$ cat src/rtl/fast_vram_pkg.sv
// Shared constants and FSM state encoding for the fast VRAM arbiter slice.
package fast_vram_pkg;

    localparam int unsigned VRAM_AW = 11;
    localparam int unsigned VRAM_DW = 16;

    localparam logic [VRAM_AW-1:0] MOD_RESET = VRAM_AW'(1);

    typedef enum logic [3:0] {
        ST_IDLE,
        ST_VRD1,
        ST_VRD2,
        ST_VACK,
        ST_CRD1,
        ST_CRD2,
        ST_CWR_S,
        ST_CWR_W,
        ST_CWR_H
    } vram_state_t;

endpackage

$ cat src/rtl/fast_vram_cpu_port.sv
// CPU register port: address pointer with post-increment modulo, one-word
// write buffer and the pending-operation flags that form CPU_BUSY.
module fast_vram_cpu_port
    import fast_vram_pkg::*;
(
    input  logic               clk,
    input  logic               rst_n,
    input  logic               addr_wr,
    input  logic               mod_wr,
    input  logic               data_wr,
    input  logic [VRAM_DW-1:0] din,
    input  logic               wr_done,
    input  logic               rd_done,
    output logic [VRAM_AW-1:0] ptr,
    output logic [VRAM_DW-1:0] wbuf,
    output logic               wr_pend,
    output logic               rd_pend,
    output logic               busy
);

    logic [VRAM_AW-1:0] mod_q;
    logic [VRAM_AW-1:0] ptr_n;
    logic [VRAM_AW-1:0] mod_n;
    logic [VRAM_DW-1:0] wbuf_n;
    logic               wr_pend_n;
    logic               rd_pend_n;

    always_comb begin
        ptr_n     = ptr;
        mod_n     = mod_q;
        wbuf_n    = wbuf;
        wr_pend_n = wr_pend;
        rd_pend_n = rd_pend;
        if (!busy) begin
            if (mod_wr) begin
                mod_n = din[VRAM_AW-1:0];
            end
            if (addr_wr) begin
                ptr_n = din[VRAM_AW-1:0];
            end
            // A combined address+data strobe skips the prefetch: the write's
            // own post-increment prefetch follows anyway.
            if (data_wr) begin
                wbuf_n    = din;
                wr_pend_n = 1'b1;
            end else if (addr_wr) begin
                rd_pend_n = 1'b1;
            end
        end
        if (wr_done) begin
            ptr_n     = ptr + mod_q;
            wr_pend_n = 1'b0;
            rd_pend_n = 1'b1;
        end
        if (rd_done) begin
            rd_pend_n = 1'b0;
        end
    end

    // The pending flags stay set for the whole CPU access, so they alone
    // cover every CPU state of the sequencer.
    always_ff @(posedge clk or negedge rst_n) begin
        if (!rst_n) begin
            ptr     <= '0;
            mod_q   <= MOD_RESET;
            wbuf    <= '0;
            wr_pend <= 1'b0;
            rd_pend <= 1'b0;
            busy    <= 1'b0;
        end else begin
            ptr     <= ptr_n;
            mod_q   <= mod_n;
            wbuf    <= wbuf_n;
            wr_pend <= wr_pend_n;
            rd_pend <= rd_pend_n;
            busy    <= wr_pend_n | rd_pend_n;
        end
    end

endmodule

$ cat src/rtl/fast_vram_arbiter.sv
// Fast VRAM sequencer: shares the 2048x16 async SRAM between video sprite
// fetches (priority, bounded streak) and the CPU register port.
module fast_vram_arbiter
    import fast_vram_pkg::*;
#(
    parameter int unsigned VID_STREAK_MAX = 2
) (
    input  logic               CLK_24M,
    input  logic               nRESET,
    input  logic               VID_REQ,
    input  logic [VRAM_AW-1:0] VID_ADDR,
    output logic               VID_ACK,
    output logic [VRAM_DW-1:0] VID_DATA,
    input  logic               CPU_ADDR_WR,
    input  logic               CPU_MOD_WR,
    input  logic               CPU_DATA_WR,
    input  logic [VRAM_DW-1:0] CPU_DIN,
    output logic [VRAM_DW-1:0] CPU_RDATA,
    output logic               CPU_BUSY,
    output logic [VRAM_AW-1:0] VRAM_ADDR,
    output logic [VRAM_DW-1:0] VRAM_DOUT,
    output logic               VRAM_DOE,
    input  logic [VRAM_DW-1:0] VRAM_DIN,
    output logic               nVRAM_CE,
    output logic               nVRAM_OE,
    output logic               nVRAM_WE
);

    localparam int unsigned STREAK_W =
        (VID_STREAK_MAX < 1) ? 1 : $clog2(VID_STREAK_MAX + 1);
    localparam logic [STREAK_W-1:0] STREAK_LIM = STREAK_W'(VID_STREAK_MAX);

    vram_state_t        state;
    logic [STREAK_W-1:0] streak;
    logic [VRAM_AW-1:0] ptr;
    logic [VRAM_DW-1:0] wbuf;
    logic               wr_pend;
    logic               rd_pend;
    logic               wr_done;
    logic               rd_done;
    logic               cpu_pend;
    logic               grant_vid;

    assign wr_done   = (state == ST_CWR_H);
    assign rd_done   = (state == ST_CRD2);
    assign cpu_pend  = wr_pend | rd_pend;
    assign grant_vid = VID_REQ & ~(cpu_pend & (streak == STREAK_LIM));

    fast_vram_cpu_port u_cpu_port (
        .clk     (CLK_24M),
        .rst_n   (nRESET),
        .addr_wr (CPU_ADDR_WR),
        .mod_wr  (CPU_MOD_WR),
        .data_wr (CPU_DATA_WR),
        .din     (CPU_DIN),
        .wr_done (wr_done),
        .rd_done (rd_done),
        .ptr     (ptr),
        .wbuf    (wbuf),
        .wr_pend (wr_pend),
        .rd_pend (rd_pend),
        .busy    (CPU_BUSY)
    );

    always_ff @(posedge CLK_24M or negedge nRESET) begin
        if (!nRESET) begin
            state     <= ST_IDLE;
            streak    <= '0;
            VRAM_ADDR <= '0;
            VRAM_DOUT <= '0;
            VRAM_DOE  <= 1'b0;
            nVRAM_CE  <= 1'b1;
            nVRAM_OE  <= 1'b1;
            nVRAM_WE  <= 1'b1;
            VID_ACK   <= 1'b0;
            VID_DATA  <= '0;
            CPU_RDATA <= '0;
        end else begin
            // Pins default to the bus-idle levels; each state re-asserts
            // what the following cycle needs.
            VID_ACK  <= 1'b0;
            VRAM_DOE <= 1'b0;
            nVRAM_CE <= 1'b1;
            nVRAM_OE <= 1'b1;
            nVRAM_WE <= 1'b1;
            case (state)
                ST_IDLE: begin
                    if (grant_vid) begin
                        state     <= ST_VRD1;
                        VRAM_ADDR <= VID_ADDR;
                        nVRAM_CE  <= 1'b0;
                        nVRAM_OE  <= 1'b0;
                        if (streak != STREAK_LIM) begin
                            streak <= streak + STREAK_W'(1);
                        end
                    end else begin
                        streak <= '0;
                        if (wr_pend) begin
                            state     <= ST_CWR_S;
                            VRAM_ADDR <= ptr;
                            VRAM_DOUT <= wbuf;
                            VRAM_DOE  <= 1'b1;
                            nVRAM_CE  <= 1'b0;
                        end else if (rd_pend) begin
                            state     <= ST_CRD1;
                            VRAM_ADDR <= ptr;
                            nVRAM_CE  <= 1'b0;
                            nVRAM_OE  <= 1'b0;
                        end
                    end
                end
                ST_VRD1: begin
                    state    <= ST_VRD2;
                    nVRAM_CE <= 1'b0;
                    nVRAM_OE <= 1'b0;
                end
                ST_VRD2: begin
                    state    <= ST_VACK;
                    VID_DATA <= VRAM_DIN;
                    VID_ACK  <= 1'b1;
                end
                ST_VACK: begin
                    state <= ST_IDLE;
                end
                ST_CRD1: begin
                    state    <= ST_CRD2;
                    nVRAM_CE <= 1'b0;
                    nVRAM_OE <= 1'b0;
                end
                ST_CRD2: begin
                    state     <= ST_IDLE;
                    CPU_RDATA <= VRAM_DIN;
                end
                ST_CWR_S: begin
                    state    <= ST_CWR_W;
                    VRAM_DOE <= 1'b1;
                    nVRAM_CE <= 1'b0;
                    nVRAM_WE <= 1'b0;
                end
                ST_CWR_W: begin
                    state    <= ST_CWR_H;
                    VRAM_DOE <= 1'b1;
                    nVRAM_CE <= 1'b0;
                end
                ST_CWR_H: begin
                    state <= ST_IDLE;
                end
                default: begin
                    state <= ST_IDLE;
                end
            endcase
        end
    end

endmodule
$ cat config.mk
export PLATFORM = sky130hd
export DESIGN_NAME = fast_vram_arbiter
export DESIGN_NICKNAME = d
export VERILOG_FILES = /design/src/rtl/fast_vram_pkg.sv /design/src/rtl/fast_vram_cpu_port.sv /design/src/rtl/fast_vram_arbiter.sv
export SDC_FILE = /design/constraint.sdc
export NUM_CORES = 1
export LEC_CHECK = 0
export BUFFER_PORTS_ARGS = -buffer_cell sky130_fd_sc_hd__buf_2
export CORE_UTILIZATION = 49
export DETAILED_ROUTE_END_ITERATION = 10
export PLACE_DENSITY = 0.76
export REMOVE_ABC_BUFFERS = 1
export SYNTH_ARGS = -nofsm -noshare
export SYNTH_HDL_FRONTEND = slang
export SYNTH_HIERARCHICAL = 1
export SYNTH_SLANG_ARGS = --single-unit
export TNS_END_PERCENT = 50
$ cat constraint.sdc
create_clock -name CLK_24M -period 1.8 [get_ports CLK_24M]
set_input_delay 0.09 -clock CLK_24M [delete_from_list [all_inputs] [get_ports CLK_24M]]
set_output_delay 0.09 -clock CLK_24M [all_outputs]
set_load 0.03 [all_outputs]
==> flow_metrics.tcl <==
set metrics [dict create \
    cp_data_required_time_ns 2.08 \
    final_area_mm2 0.00681 \
    place_inst 646 \
    drt-met1-wl_um 5100 \
    vias 3883 \
    yosysWarnings 6 \
    fin_crit_ns 1.98 \
    gp_congestion 0.836 \
    cap_violations 0 \
    synth_seq_cells 111 \
    dp.final_hpwl_um 7970 \
    viasPerCell 5.42 \
    powerDensity_mw_per_mm2 2000 \
    hold_viol 0 \
    antenna_found_initial 0 \
    htreeDepth 3 \
    wl_met3_um 386 \
    routed-wl-met2_um 6100 \
    synthToLayoutAreaGrowth_pct 33.6 \
    grt_pass1_vias 3945 \
    clock_latency_ns 0.38 \
    synth_top_family_by_area "multiplexers" \
    synth_top_area_share_pct 52.5 \
    maxSlewViolCount 0 \
    rsz0062_at_grt "true" \
    grt_overflow 0 \
    syn_inst 396 \
    synth.most_common_cell "dfrtp_1" \
    ant_nets 0 \
    grt_usage_pct 22.7 \
    wl_per_cell_um 16.6 \
    synth_area_leaders "dfrtp_1 53%, mux2_2 14%, mux2_4 5.3%" \
    cts_tree "yes" \
    io_pins 114 \
    ys_types 50 \
    clock_sinks 111 \
    finalCritPeriodShare_pct 110 \
    hold_ws_ns 0.0446 \
    ys_top_cells_by_count "107 x dfrtp_1, 64 x mux2_2, 22 x o21ai_0" \
    rows 36 \
    path_max_fanout 2 \
    cpLargestDelayFamily "compound AO/OA/AOI/OAI gates" \
    wirelength_um 11900 \
    critical_path.cell_chain "ha_4 > inv_2 > fa_2 > nand2b_4 > a21oi_2 > o211ai_1 > a21o_1 > a31o_1" \
    placed_cell_area_mm2 0.00595 \
    status "finished, violations left" \
    crit_buf_inv 1 \
    place_ws_ns -0.275 \
    die_w_um 104 \
    grt_max_degree 71 \
    setup.worst_path.start "u_cpu_port/mod_q[0]$_DFFE_PN1P_" \
    crit_type "reg2reg" \
    synth_compound_area_share_pct 10.2 \
    yosys.area_share.simple_pct 7.78 \
    core_mm2 0.00991 \
    ys_seq_area_share_pct 54.6 \
    finalSetupViolCount 3 \
    fin_ws_ns -0.177 \
    r2r_start "u_cpu_port/mod_q[0]$_DFFE_PN1P_" \
    nNetsFinal 639 \
    worstMarginPinSlew_ns 0.472 \
    top_layer "met4" \
    p_leak_nw 3.17 \
    drc 0 \
    hold_path_class "in2async" \
    fmax_mhz 506 \
    yosys.area.top_type "dfrtp_1" \
    finalNonFillerCells 716 \
    synthAdderAreaFrac_pct 3.09 \
    worst_path_max_delay_cell "dfstp_2" \
    synth-edff-count 0 \
    arrival_ns 2.26 \
    start_kind "register" \
    ir_drop_v 0.000996 \
    endpoint_kind "register" \
    drt-initial-drc-count 185 \
    clockBufferDepth 2 \
    clockRootBuffer "clkbuf_8" \
    die_h_um 104 \
    critPathMaxStageDelay_ns 0.57 \
    synth.avg_cell_area_um2 12.9 \
    fin_skew_ns 0.00805 \
    drive_gt1_share_pct 47.5 \
    grt_pass1_wl_um 19500 \
    synth_xor_area_share_pct 0.859 \
    violations "negative setup slack" \
    async_flop_share_pct 100 \
    setup-tns-final_ns -0.373 \
    antenna_cells 0 \
    slew_headroom_pct 68.6 \
    clkTransAtPathRegs_ns 0.11 \
    first_pass_iters 4 \
    synth_area_mm2 0.00510 \
    cts_made_buffers 9 \
    io_buffers 113 \
    synthMuxAreaShare_pct 20.2 \
    die_area_mm2 0.0108 \
    start_util_pct 51.4 \
    ys_dominant_reg_cell "dfrtp_1" \
]
==> layer usage <==
metal	vias up	global-route usage [%]
met5	-	0
met4	0	10.5
met3	25	2.94
met2	109	39.7
met1	1944	28.0
li1	1805	-
==> worst paths after layout <==
check	endpoint	slack [ns]	cells past startpoint
max	u_cpu_port/ptr[8]$_DFFE_PN0P_	-0.18	8
min	VRAM_DOUT[8]$_DFFE_PN0P_	0.04	2
max reg2reg	u_cpu_port/ptr[8]$_DFFE_PN0P_	-0.18	8
min in group CLK_24M	u_cpu_port/rd_pend$_DFF_PN0_	0.08	4
max in group asynchronous	nVRAM_WE$_DFF_PN1_	1.09	3
min reg2reg	VRAM_DOUT[10]$_DFFE_PN0P_	0.51	1
==> power breakdown <==
group          switching (mW)  internal, mW  leakage [nW]
Sequential              0.840          3.77          1.31
Clock                   0.924         0.818         0.119
Combinational            4.03          3.23          1.74
Total                    5.79          7.83          3.17
==> through the flow <==
| stage | util (%) | power [mW] |
|---|---|---|
| 2_1_floorplan | - | 9.26 |
| 3_3_place_gp | 60.0 | 11.1 |
| 3_5_place_dp | 60.0 | 11.4 |
| 4_1_cts | 67.4 | 13.4 |
| 5_1_grt | 68.7 | 14.4 |
| 6_report | 68.7 | 13.6 |
==> area by class of cell <==
cell class / count / area [um^2]
sequential: 111 / 2790
tap: 133 / 166
timing repair buffer: 193 / 1340
fill: 726 / 3100
multi-input combinational: 252 / 2240
clock inverter: 7 / 114
clock buffer: 9 / 124
inverter: 11 / 43.8
==> sequential cells by signal, summed over array words and instances, names as in the netlist, 2 cells and up <==
name              flops
state                 4
CPU_RDATA            16
VRAM_DOUT            16
u_cpu_port/mod_q     11
VID_DATA             16
VRAM_ADDR            11
u_cpu_port/ptr       11
u_cpu_port/wbuf      16
streak                2
==> worst register-to-register path, cell delays in order, from the launching register on <==
cell	delay, ns
dfstp_2	0.57
ha_4	0.14
inv_2	0.04
fa_2	0.33
nand2b_4	0.16
a21oi_2	0.15
o211ai_1	0.11
a21o_1	0.17
a31o_1	0.20
==> cell families (layout without fill, tap and decap cells) <==
family | count (synthesis) | count (layout)
AO/OA/AOI/OAI | 83 | 83
AND/OR/NAND/NOR | 66 | 66
buffers and inverters | 33 | 220
XOR/XNOR | 5 | 5
multiplexers | 86 | 86
adder cells (fa/ha/maj) | 12 | 12
flip-flops | 111 | 111
==> cell usage in the layout, fill, tap and decap left out, drive strengths merged, types with 2 or more instances in the layout <==
cell | Yosys | final
xor2 | 3 | 3
mux2 | 82 | 82
nand3 | 15 | 15
nand2 | 12 | 12
a21o | 3 | 3
nor2 | 13 | 13
inv | 11 | 14
nor4 | 2 | 2
clkbuf | 9 | 9
or3 | 2 | 2
o21a | 2 | 2
o22ai | 4 | 4
a21oi | 21 | 21
and3 | 3 | 3
a311oi | 3 | 3
nand3b | 2 | 2
mux2i | 4 | 4
nor4b | 2 | 2
a211oi | 2 | 2
nand2b | 9 | 9
o211a | 2 | 2
ha | 11 | 11
o211ai | 2 | 2
dfstp | 4 | 4
buf | 13 | 149
nor3 | 4 | 4
a31oi | 14 | 14
clkinv | 0 | 2
xnor2 | 2 | 2
bufinv | 0 | 2
dfrtp | 107 | 107
dlygate4sd3 | 0 | 44
o21ai | 23 | 23
==> repair_timing <==
| action | CTS | global route |
|---|---|---|
| resized for setup | 12 | 10 |
| hold buffers | 44 | 0 |
| setup buffers | 1 | 9 |
| pin swaps | 4 | 9 |
| endpoints found under the setup margin | 17 | 24 |
| hold endpoints to repair | 177 | 0 |
(Power assumes the default switching activity.)
